[src/rtl/expr_lane_pipe.sv]
// expr_lane_pipe: per-lane operator evaluation over packed operand pairs feeding an elastic valid/ready pipeline
module expr_lane_pipe #(
  parameter int LANES  = 6,
  parameter int WIDTH  = 6,
  parameter int SIGNED = 1,
  parameter int PIPE   = 2
) (
  input  logic                   clk,
  input  logic                   rst_n,
  input  logic                   in_valid,
  output logic                   in_ready,
  input  logic [3:0]             op,
  input  logic [LANES*WIDTH-1:0] a,
  input  logic [LANES*WIDTH-1:0] b,
  output logic                   out_valid,
  input  logic                   out_ready,
  output logic [LANES*WIDTH-1:0] y,
  output logic [LANES-1:0]       ovf,
  output logic [15:0]            done_cnt
);
  localparam int N  = LANES*WIDTH;
  localparam int SW = $clog2(WIDTH)+1;
  logic [N-1:0]     ry;
  logic [LANES-1:0] ro;
  for (genvar l = 0; l < LANES; l++) begin : g_lane
    logic [WIDTH-1:0]        av, bv, r;
    logic signed [WIDTH-1:0] sa;
    logic [SW-1:0]           sh;
    logic signed [WIDTH:0]   ea, eb, full;
    assign av = a[(LANES-1-l)*WIDTH +: WIDTH];
    assign bv = b[(LANES-1-l)*WIDTH +: WIDTH];
    assign sa = av;
    assign sh = bv[SW-1:0];
    assign ea = (SIGNED != 0) ? {av[WIDTH-1], av} : {1'b0, av};
    assign eb = (SIGNED != 0) ? {bv[WIDTH-1], bv} : {1'b0, bv};
    // shifts by >= WIDTH saturate naturally to sign fill / zero
    always_comb begin
      full = '0;
      r = '0;
      case (op)
        4'd0: begin full = ea + eb; r = full[WIDTH-1:0]; end
        4'd1: begin full = ea - eb; r = full[WIDTH-1:0]; end
        4'd2: r = av & bv;
        4'd3: r = av ~^ bv;
        4'd4: if (SIGNED != 0) r = sa >>> sh; else r = av >> sh;
        4'd5: r = av << sh;
        4'd6: r = {{(WIDTH-1){1'b0}}, ea >= eb};
        4'd7: r = {{(WIDTH-1){1'b0}}, av == bv};
        4'd8: r = (|bv) ? av : ~av;
        4'd9: r = {{(WIDTH-1){1'b0}}, ~&av};
        4'd10: r = {{(WIDTH-1){1'b0}}, (|av) && (|bv)};
        4'd11: begin full = -ea; r = full[WIDTH-1:0]; end
        default: r = '0;
      endcase
    end
    assign ry[(LANES-1-l)*WIDTH +: WIDTH] = r;
    assign ro[LANES-1-l] = full != ((SIGNED != 0) ? {full[WIDTH-1], full[WIDTH-1:0]} : {1'b0, full[WIDTH-1:0]});
  end
  logic [PIPE-1:0]  v, ld;
  logic [N-1:0]     sy [PIPE];
  logic [LANES-1:0] so [PIPE];
  logic             acc;
  // a stage may load if any stage at or after it is empty, or the output drains
  always_comb begin
    ld = '0;
    acc = out_ready;
    for (int i = PIPE-1; i >= 0; i--) begin
      acc = acc | ~v[i];
      ld[i] = acc;
    end
  end
  for (genvar s = 0; s < PIPE; s++) begin : g_st
    if (s == 0) begin : g_h
      always_ff @(posedge clk or negedge rst_n)
        if (!rst_n) begin
          v[s] <= 1'b0;
          sy[s] <= '0;
          so[s] <= '0;
        end else if (ld[s]) begin
          v[s] <= in_valid;
          sy[s] <= ry;
          so[s] <= ro;
        end
    end else begin : g_t
      always_ff @(posedge clk or negedge rst_n)
        if (!rst_n) begin
          v[s] <= 1'b0;
          sy[s] <= '0;
          so[s] <= '0;
        end else if (ld[s]) begin
          v[s] <= v[s-1];
          sy[s] <= sy[s-1];
          so[s] <= so[s-1];
        end
    end
  end
  always_ff @(posedge clk or negedge rst_n)
    if (!rst_n) done_cnt <= '0;
    else if (out_valid && out_ready) done_cnt <= done_cnt + 16'd1;
  assign in_ready  = ld[0];
  assign out_valid = v[PIPE-1];
  assign y         = sy[PIPE-1];
  assign ovf       = so[PIPE-1];
endmodule

[config.mk]
export PLATFORM = sky130hd
export DESIGN_NAME = expr_lane_pipe
export DESIGN_NICKNAME = d
export VERILOG_FILES = /design/src/rtl/expr_lane_pipe.sv
export SDC_FILE = /design/constraint.sdc
export NUM_CORES = 1
export LEC_CHECK = 0
export BUFFER_PORTS_ARGS = -buffer_cell sky130_fd_sc_hd__buf_2
export CORE_MARGIN = 5
export CORE_UTILIZATION = 45
export DETAILED_ROUTE_END_ITERATION = 10
export PLACE_DENSITY = 0.7
export SETUP_SLACK_MARGIN = 0.05
export SLEW_MARGIN = 20
export SYNTH_ARGS = -nofsm -noshare
export SYNTH_HDL_FRONTEND = slang
export SYNTH_SLANG_ARGS = --single-unit
[constraint.sdc]
create_clock -name clk -period 4.5 [get_ports clk]
set_input_delay 0.45 -clock clk [delete_from_list [all_inputs] [get_ports clk]]
set_output_delay 0.45 -clock clk [all_outputs]
set_load 0.03 [all_outputs]
==> summary.txt, run 1 <==
Status
  • Outcome: finished clean

Floorplan
  • Die W: 177 µm
  • Initial Util: 45.3%
  • CORE AREA: 0.0276 mm²
  • Top-Level Pins: 140
  • Die area: 0.0313 mm²
  • Height of the die: 177 µm
  • FP Rows: 61

Yosys
  • Ys Warns: 0
  • Synth area leaders: dfrtp_1 (20%), ha_1 (9.1%), mux2i_1 (5.4%), mux2_2 (4.6%), o21ai_0 (3.4%)
  • Number of synthesized flops with an enable pin: 0
  • Asr flop ratio synth: 100%
  • Post-synth top area cell: dfrtp_1
  • Most frequent cell after synthesis: nor2_1
  • Synth top cells by count: nor2_1 (112), nand2_1 (104), dfrtp_1 (102)
  • Register area share after synthesis: 20.4%
  • Post-Syn Instances: 1541
  • Avg Inst Size Synth: 8.13 µm²
  • Post-synth top flop: dfrtp_1
  • Mapped cell area: 0.0125 mm²
  • Top-area cell type share of the netlist area: 20.4%
  • Synthesis-stage register bit count: 102
  • Post-Syn Nets: 1724
  • Synth cell types: 93

Power and ir drop
  • Flop pwr share: 34.3%
  • PD cells: 254 mW/mm²
  • Sw frac: 41.0%
  • Overall Power: 0.00339 W
  • Power share of the clock group: 24.7%
  • Leakage Power: 5.87 nW
  • Comb power frac: 41.0%
  • Net Switching: 0.00139 W
  • IR drop worst, VDD: 0.169 mV
  • Internal Pwr Total: 0.00200 W

Timing
  • Worst-Margin Slew: 1.09 ns
  • Slew Limit Fails: 0
  • Slew Limit Headroom: 27.4%
  • RSZ-0062 raised after global routing: false
  • Final min period: 2.83 ns
  • Setup TNS: 0 ns
  • Period utilization: 62.9%
  • Clock skew: 0.0126 ns
  • Final Hold Vio Count: 0
  • Maximum clock rate: 353 MHz
  • Setup violations, final: 0

Worst setup path
  • Worst Path Buf+Inv: 2
  • Slowest cell on crit path: buf_2
  • Crit path max-delay family: simple AND/OR/NAND/NOR gates
  • Worst-path maximum fanout: 27
  • Worst r2r src: out_valid
  • Worst reg2reg path endpoint: sy[56]
  • Slowest stage delay, CP: 0.56 ns
  • CP Launch Type: input pin
  • CP arrival: 3.09 ns
  • Worst R2R Path Depth: 6
  • Critical path class: in -> reg
  • CP endpoint kind: flip-flop
  • Crit path cell chain: buf_2 -> nor2_1 -> nand2_1 -> buf_4 -> o21ai_0 -> a2111oi_0 -> nand3_1 -> a22o_1
  • Reg2Reg Setup Slack: 2.01 ns
  • Worst EP required: 4.75 ns

Placed design
  • Post-DP Area: 0.0131 mm²
  • Placed Instances: 1911
  • DP HPWL: 32100 µm
  • I/O Buffers: 139
  • Gpl congestion: 1.02

Route
  • Avg WL per Cell: 22.5 µm
  • Vias: 12.5k
  • DR DRC count: 0
  • Antenna viol nets, final: 0
  • Total wire length: 43500 µm
  • DRT iter0 DRCs: 1636
  • Vias/cell: 6.45
  • Pre-Repair DR Iteration Count: 6

Cells and area
  • Nets: 1727
  • Layout cells sized above 1: 17.4%
  • Area grow syn2layout: 6.78%
  • Post-route cell area: 0.0134 mm²
  • Non-filler cells, final: 1931

Clocking
  • Clk_lat worst skew: 0.37 ns
  • Resize count post-CTS: 0
  • Sink Count: 102
  • Post-CTS setup repair buffer count: 0
  • Root buffer cell: clkbuf_16
  • CTS tree: yes
  • Total CTS buffers: 9
  • Number of H-tree levels: 3
  • Clock buffer depth: 2
  • Clock-pin transition on the worst setup and hold timing paths: 0.07 ns
  • # hold bufs at CTS: 0

GRT
  • Antenna violations before repair: 5
  • First-pass GRT wire length: 67500 µm
  • Largest net degree at the start of global routing: 78
  • Vias in the first global route: 11.6k
  • Total GRT Usage: 27.0%
  • Total global routing overflow: 0

Min path
  • Worst Hold Class: in -> async

Run
  • MaxCap Viol Count: 0
-- power groups by stage --
stage                     registers (W)  clock network [W]  logic (W)
final                           0.00116           0.000839    0.00139
after global routing            0.00118           0.000887    0.00150
after CTS                       0.00116           0.000851    0.00137
after detailed placement        0.00118                  0    0.00137
after global placement          0.00117                  0    0.00136
after floorplan                 0.00119                  0   0.000990
-- worst reg2reg max path, cell delays in order (launching register included) --
cell,delay (ns)
dfrtp_1,0.42
nor2b_4,0.15
and2_1,0.17
inv_1,0.29
nand2_1,0.75
a21oi_1,0.53
a21o_1,0.12
-- flip-flops by register name, indices dropped and copies added, names as in the netlist --
register   count
sy            36
y             36
done_cnt      16
ovf            6
so             6
out_valid      1
v              1
-- metrics by stage --
stage | setup slack [ns] | util [%] | hold WS [ns]
6_report | 1.67 | 48.4 | 0.107
5_1_grt | 1.53 | 48.4 | 0.174
4_1_cts | 1.74 | 48.4 | 0.269
3_5_place_dp | 1.36 | 47.3 | 0.457
3_3_place_gp | 1.42 | 47.3 | 0.455
2_1_floorplan | 1.57 | - | 0.154
-- how the worst max path moves through the flow --
| stage | from | cells past startpoint | endpoint |
|---|---|---|---|
| after floorplan | b[1] | 9 | so[6] |
| after global placement | b[30] | 9 | sy[70] |
| after detailed placement | op[0] | 8 | sy[65] |
| after CTS | op[0] | 8 | sy[59] |
| after global routing | b[31] | 9 | sy[71] |
| final | op[0] | 8 | sy[65] |
-- cell usage in the layout (no fill, tap or decap), types with 9 or more instances in the layout --
cell	instances
a2111oi_0	13
a211o_1	9
a211oi_1	13
a21oi_1	77
a221oi_1	17
a22o_1	14
a22oi_1	15
buf_2	138
buf_4	23
clkbuf_16	9
dfrtp_1	102
fa_1	12
ha_1	91
inv_1	72
mux2_2	51
mux2i_1	67
mux4_2	9
nand2_1	104
nand2b_1	20
nand3_1	40
nand4_1	19
nor2_1	112
nor2b_1	26
nor3_1	45
nor3b_1	14
nor4_1	13
o211ai_1	21
o21ai_0	86
o221ai_1	13
o22ai_1	20
o31ai_1	12
o32ai_1	9
or3_1	13
or4_1	9
xnor2_1	47
xor2_1	16
-- kinds of logic after synthesis --
kind of cell / after synthesis / synth area share, %
XOR/XNOR: 63 / 4.40
flip-flops: 102 / 20.4
multiplexers: 127 / 11.6
AO/OA/AOI/OAI: 424 / 23.8
buffers and inverters: 245 / 8.94
adder cells (fa/ha/maj): 103 / 11.0
AND/OR/NAND/NOR: 477 / 19.9
-- layer usage --
| layer | global-route usage (%) | vias up | routed length [µm] |
|---|---|---|---|
| met5 | 0 | - | 27 |
| li1 | - | 5696 | - |
| met4 | 10.9 | 4 | 1630 |
| met3 | 4.64 | 131 | 4280 |
| met2 | 39.2 | 711 | 18300 |
| met1 | 39.5 | 5912 | 19200 |
-- final cells by class --
class	instances	area [µm²]
diodes	4	10.0
clock buffers	11	243
clock inverters	5	65.1
fillers	2736	14300
inverters	75	282
multi-input cells	1194	8880
flip-flops and latches	102	2550
well taps	378	473
repair buffers	162	875
No activity file was read; power rests on OpenSTA's default activity.
==> run 2: changes to the inputs <==
clock period = 2.8 ns   (was 4.5 ns; I/O delays follow)
==> run 2 against run 1 <==
First-iteration DRC count decreased by 5.1%. Combinational power is 68% higher. Clock power grew 59%. Global-route usage grew 0.73 points. Die area stayed put. Design area grew 4.2%. Power grew 63%. Sequential share of layout area decreased by 0.76 points. Setup slack lost 1.2 ns. Largest cell class unchanged. Highest routed layer unchanged.
==> summary.txt, run 2 (synthesis gave the netlist of run 1 again) <==
Route
  • DRT iter0 DRCs: 1552 (was 1636)
  • Total wire length: 44700 µm (was 43500 µm)
  • Pre-Repair DR Iteration Count: 6 (unchanged)
  • Antenna viol nets, final: 0 (unchanged)
  • Avg WL per Cell: 22.4 µm (was 22.5 µm)
  • Vias/cell: 6.41 (was 6.45)
  • Vias: 12.8k (was 12.5k)
  • DR DRC count: 0 (unchanged)

Worst setup path
  • CP Launch Type: input pin (unchanged)
  • Setup crit start: b[13] (was op[0])
  • Reg2Reg Setup Slack: 0.52 ns (was 2.01 ns)
  • CP endpoint kind: flip-flop (unchanged)
  • Critical Path Sink: sy[50] (was sy[65])
  • Worst R2R Path Depth: 6 (unchanged)
  • Worst EP required: 3.02 ns (was 4.75 ns)
  • Critical path class: in -> reg (unchanged)
  • Worst r2r src: out_valid (unchanged)
  • Worst-path maximum fanout: 13 (was 27)
  • Worst reg2reg path endpoint: sy[54] (was sy[56])
  • CP arrival: 2.60 ns (was 3.09 ns)

GRT
  • Total GRT Usage: 27.7% (was 27.0%)
  • First-pass GRT wire length: 69200 µm (was 67500 µm)
  • Antenna violations before repair: 3 (was 5)
  • Total global routing overflow: 0 (unchanged)
  • Vias in the first global route: 12.0k (was 11.6k)
  • Largest net degree at the start of global routing: 62 (was 78)

Clocking
  • Number of H-tree levels: 3 (unchanged)
  • Root buffer cell: clkbuf_16 (unchanged)
  • Total CTS buffers: 9 (unchanged)
  • Sink Count: 102 (unchanged)
  • Clock-pin transition on the worst setup and hold timing paths: 0.08 ns (was 0.07 ns)
  • Clk_lat worst skew: 0.36 ns (was 0.37 ns)
  • Clock buffer depth: 2 (unchanged)
  • Post-CTS setup repair buffer count: 0 (unchanged)
  • CTS tree: yes (unchanged)

Timing
  • Final Hold Vio Count: 0 (unchanged)
  • Hold Slack: 0.175 ns (was 0.107 ns)
  • Clock skew: 0.00946 ns (was 0.0126 ns)
  • Maximum clock rate: 421 MHz
  • Worst-Margin Slew: 0.847 ns (was 1.09 ns)
  • Final min period: 2.37 ns
  • Setup violations, final: 0 (unchanged)
  • Period utilization: 84.8%
  • RSZ-0062 raised after global routing: false (unchanged)
  • Setup TNS: 0 ns (unchanged)
  • Slew Limit Headroom: 42.1% (was 27.4%)
  • Slew Limit Fails: 0 (unchanged)

Cells and area
  • Layout cells sized above 1: 21.0% (was 17.4%)
  • Commonest non-fill, non-tap cell in the layout: buf_2 (unchanged)
  • Nets: 1796 (was 1727)
  • Non-filler cells, final: 1996 (was 1931)
  • Area grow syn2layout: 11.2% (was 6.78%)
  • Post-route cell area: 0.0139 mm² (was 0.0134 mm²)
  • Fillers: 2721 (was 2736)
  • Core Util, Final: 50.4% (was 48.4%)
  • Commonest non-fill, non-tap cells in the layout: buf_2 (138), nor2_1 (112), nand2_1 (104) (unchanged)

Placed design
  • Post-DP Area: 0.0136 mm² (was 0.0131 mm²)
  • I/O Buffers: 139 (unchanged)
  • DP HPWL: 34100 µm (was 32100 µm)
  • Placed Instances: 1979 (was 1911)
  • Gpl congestion: 0.994 (was 1.02)

Floorplan
  • FP Rows: 61 (unchanged)
  • Initial Util: 45.3% (unchanged)
  • CORE AREA: 0.0276 mm² (unchanged)
  • Die W: 177 µm (unchanged)
  • Top-Level Pins: 140 (unchanged)
  • Die area: 0.0313 mm² (unchanged)
  • Height of the die: 177 µm (unchanged)

Power and ir drop
  • Leakage Power: 6.22 nW (was 5.87 nW)
  • IR drop worst, VDD: 0.262 mV (was 0.169 mV)
  • PD cells: 396 mW/mm² (was 254 mW/mm²)

Status
  • Outcome: finished clean (unchanged)

Run
  • MaxCap Viol Count: 0 (unchanged)

Min path
  • Worst Hold Class: in -> reg (was in -> async)
run 2: power by group:
| group | switching, W | internal, W |
|---|---|---|
| Combinational | 0.00146 | 0.000869 |
| Clock | 0.000600 | 0.000726 |
| Sequential | 0.000173 | 0.00169 |
run 2: per-layer routing:
metal	GRT usage [%]	routed length, µm	vias to the layer above
met4	9.77	1570	4
met3	5.32	4630	101
li1	-	-	5820
met1	39.4	19100	6139
met5	0	34	-
met2	42.1	19400	738
run 2: metrics by stage:
stage	power, W	setup slack (ns)
after CTS	0.00553	0.525
after detailed placement	0.00418	0.139
final	0.00552	0.426
after global placement	0.00414	0.178
after floorplan	0.00351	0.130
after global routing	0.00581	0.292
run 2: repair_timing:
action                                 CTS  global route
resized for setup                        0             0
hold buffers                             1             0
endpoints found under the hold margin   41             0
run 2: how the worst min path moves through the flow:
stage | start | end | slack, ns | depth (start not counted)
floorplan | rst_n | done_cnt[0] | -0.02 | 0
global placement | rst_n | y[19] | 0.32 | 1
detailed placement | rst_n | y[21] | 0.33 | 1
CTS | in_valid | v[0] | 0.17 | 2
global route | in_valid | v[0] | 0.17 | 2
finish | in_valid | v[0] | 0.18 | 2
run 2: worst max-delay path, cell delays in order:
cell,delay [ns]
buf_2,0.19
or4_1,0.61
or3_1,0.52
xnor2_1,0.19
a2111oi_0,0.66
o21ai_0,0.14
run 2: cell type report:
cell class | instances | area (µm²) | share of cell area, %
multi-input combinational | 1194 | 8880 | 63.7
sequential | 102 | 2550 | 18.3
timing repair buffer | 231 | 1440 | 10.3
tap | 378 | 473 | 3.39
inverter | 75 | 283 | 2.03
clock buffer | 10 | 239 | 1.71
clock inverter | 5 | 66.3 | 0.476
antenna | 1 | 2.50 | 0.0180
==> run 3: changes to the inputs <==
clock period = 2.4 ns   (was 2.8 ns; I/O delays follow)
==> run 3 against run 2 <==
Die area stayed put. Global-route usage is 0.92 points higher. Hold slack worse by 0.057 ns. Cell count is 5.4% higher. Design area is 6.2% higher. Via count is 2.6% higher. Utilization is 3.1 points higher. Largest cell class unchanged. Highest routed layer unchanged.
==> summary.txt, run 3 (synthesis gave the netlist of run 1 again) <==
Worst setup path
  • Worst-path maximum fanout: 4 (was 13)
  • Slowest cell on crit path: or4_1 (was a2111oi_0)
  • CP arrival: 2.37 ns (was 2.60 ns)
  • CP endpoint kind: flip-flop (unchanged)
  • Reg2Reg Setup Slack: 0.30 ns (was 0.52 ns)
  • Worst EP required: 2.60 ns (was 3.02 ns)
  • Worst r2r src: out_valid (unchanged)
  • Setup crit start: b[24] (was b[13])
  • Crit path cell chain: buf_2 -> or4_1 -> buf_4 -> or3_1 -> xnor2_1 -> a2111oi_0 -> o21ai_0 (was buf_2 -> or4_1 -> or3_1 -> xnor2_1 -> a2111oi_0 -> o21ai_0)
  • Slowest stage delay, CP: 0.59 ns (was 0.66 ns)
  • Critical path class: in -> reg (unchanged)
  • CP Launch Type: input pin (unchanged)

Cells and area
  • Fillers: 2635 (was 2721)
  • Commonest non-fill, non-tap cell in the layout: buf_4 (was buf_2)
  • Nets: 1901 (was 1796)
  • Commonest non-fill, non-tap cells in the layout: buf_4 (189), buf_2 (138), nor2_1 (112) (was buf_2 (138), nor2_1 (112), nand2_1 (104))
  • Area grow syn2layout: 18.1% (was 11.2%)
  • Layout cells sized above 1: 25.9% (was 21.0%)
  • Non-filler cells, final: 2103 (was 1996)

Route
  • Pre-Repair DR Iteration Count: 6 (unchanged)
  • Vias: 13.1k (was 12.8k)
  • Total wire length: 46000 µm (was 44700 µm)
  • Antenna viol nets, final: 0 (unchanged)
  • Avg WL per Cell: 21.9 µm (was 22.4 µm)
  • Vias/cell: 6.24 (was 6.41)
  • DR DRC count: 0 (unchanged)
  • DRT iter0 DRCs: 1517 (was 1552)

Power and ir drop
  • PD cells: 446 mW/mm² (was 396 mW/mm²)
  • Leakage Power: 6.74 nW (was 6.22 nW)
  • IR drop worst, VDD: 0.316 mV (was 0.262 mV)
  • Overall Power: 0.00659 W (was 0.00552 W)

Floorplan
  • Height of the die: 177 µm (unchanged)
  • FP Rows: 61 (unchanged)
  • CORE AREA: 0.0276 mm² (unchanged)
  • Die W: 177 µm (unchanged)
  • Die area: 0.0313 mm² (unchanged)
  • Initial Util: 45.3% (unchanged)
  • Top-Level Pins: 140 (unchanged)

Clocking
  • Number of H-tree levels: 3 (unchanged)
  • Root buffer cell: clkbuf_16 (unchanged)
  • Total CTS buffers: 9 (unchanged)
  • Sink Count: 102 (unchanged)
  • CTS tree: yes (unchanged)
  • Clk_lat worst skew: 0.36 ns (about the same)
  • Clock buffer depth: 2 (unchanged)
  • Post-CTS setup repair buffer count: 0 (unchanged)
  • Clock-pin transition on the worst setup and hold timing paths: 0.07 ns (was 0.08 ns)

Run
  • MaxCap Viol Count: 0 (unchanged)

Timing
  • Final min period: 2.16 ns
  • Worst-Margin Slew: 1.25 ns (was 0.847 ns)
  • Final Hold Vio Count: 0 (unchanged)
  • Clock skew: 0.0215 ns (was 0.00946 ns)
  • Maximum clock rate: 462 MHz
  • Hold Slack: 0.118 ns (was 0.175 ns)
  • RSZ-0062 raised after global routing: false (unchanged)
  • Slew Limit Headroom: 16.1% (was 42.1%)
  • Period utilization: 90.1%
  • Slew Limit Fails: 0 (unchanged)
  • Setup violations, final: 0 (unchanged)

Placed design
  • Gpl congestion: 0.984 (was 0.994)
  • DP HPWL: 36100 µm (was 34100 µm)
  • Placed Instances: 2084 (was 1979)
  • I/O Buffers: 139 (unchanged)

Min path
  • Worst Hold Class: in -> reg (unchanged)
  • Hold Path Origin: in_valid (unchanged)

GRT
  • Antenna violations before repair: 4 (was 3)
  • Total GRT Usage: 28.6% (was 27.7%)
  • Largest net degree at the start of global routing: 45 (was 62)
  • Vias in the first global route: 12.4k (was 12.0k)
  • First-pass GRT wire length: 71500 µm (was 69200 µm)
  • Total global routing overflow: 0 (unchanged)

Status
  • Outcome: finished clean (unchanged)
run 3: critical path, delay by kind of cell:
kind	cells	cell delay, ns
buf+inv	2	0.33
xor+xnor	1	0.15
compound gates	2	0.68
simple gates	2	0.96
run 3: worst paths after layout:
kind	endpoint	cells after the start
min in group asynchronous	y[13]	2
setup reg to reg	sy[60]	8
hold / removal	v[0]	2
setup / recovery	sy[62]	7
max in group asynchronous	done_cnt[10]	3
hold reg to reg	done_cnt[15]	1
run 3: repair_timing:
item,CTS,global route
gates resized for setup,0,0
hold buffers,1,0
hold endpoints to repair,34,0
run 3: layout make-up:
| class | instances | area (µm²) | area share (%) |
|---|---|---|---|
| Inverter | 75 | 287 | 1.94 |
| Tap cell | 378 | 473 | 3.20 |
| Sequential cell | 102 | 2550 | 17.3 |
| Clock buffer | 9 | 225 | 1.52 |
| Timing Repair Buffer | 336 | 2280 | 15.4 |
| Multi-Input combinational cell | 1194 | 8890 | 60.1 |
| Antenna cell | 2 | 5.00 | 0.0338 |
| Clock inverter | 7 | 83.8 | 0.567 |
run 3: metrics by stage:
step	worst slack (ns)	area (µm²)	TNS (ns)	utilization [%]
global placement	-0.0914	14500	-0.120	52.4
finish	0.237	14800	0	53.6
detailed placement	-0.0872	14500	-0.150	52.4
floorplan	0.0278	12600	0	-
CTS	0.276	14800	0	53.5
global route	0.119	14800	0	53.6
run 3: per-layer routing:
| metal | wire (µm) | track usage, % | vias up |
|---|---|---|---|
| met4 | 1300 | 8.22 | 4 |
| met3 | 4450 | 4.32 | 98 |
| met5 | 27 | 0 | - |
| li1 | - | - | 6035 |
| met2 | 19600 | 42.9 | 739 |
| met1 | 20600 | 42.7 | 6256 |
run 3: power breakdown:
group          total (W)  internal, W  switching [W]  leakage (nW)
combinational    0.00289      0.00114        0.00175          5.26
sequential       0.00218      0.00197       0.000206          1.34
clock            0.00153     0.000823       0.000704         0.145
total            0.00659      0.00394        0.00266          6.74
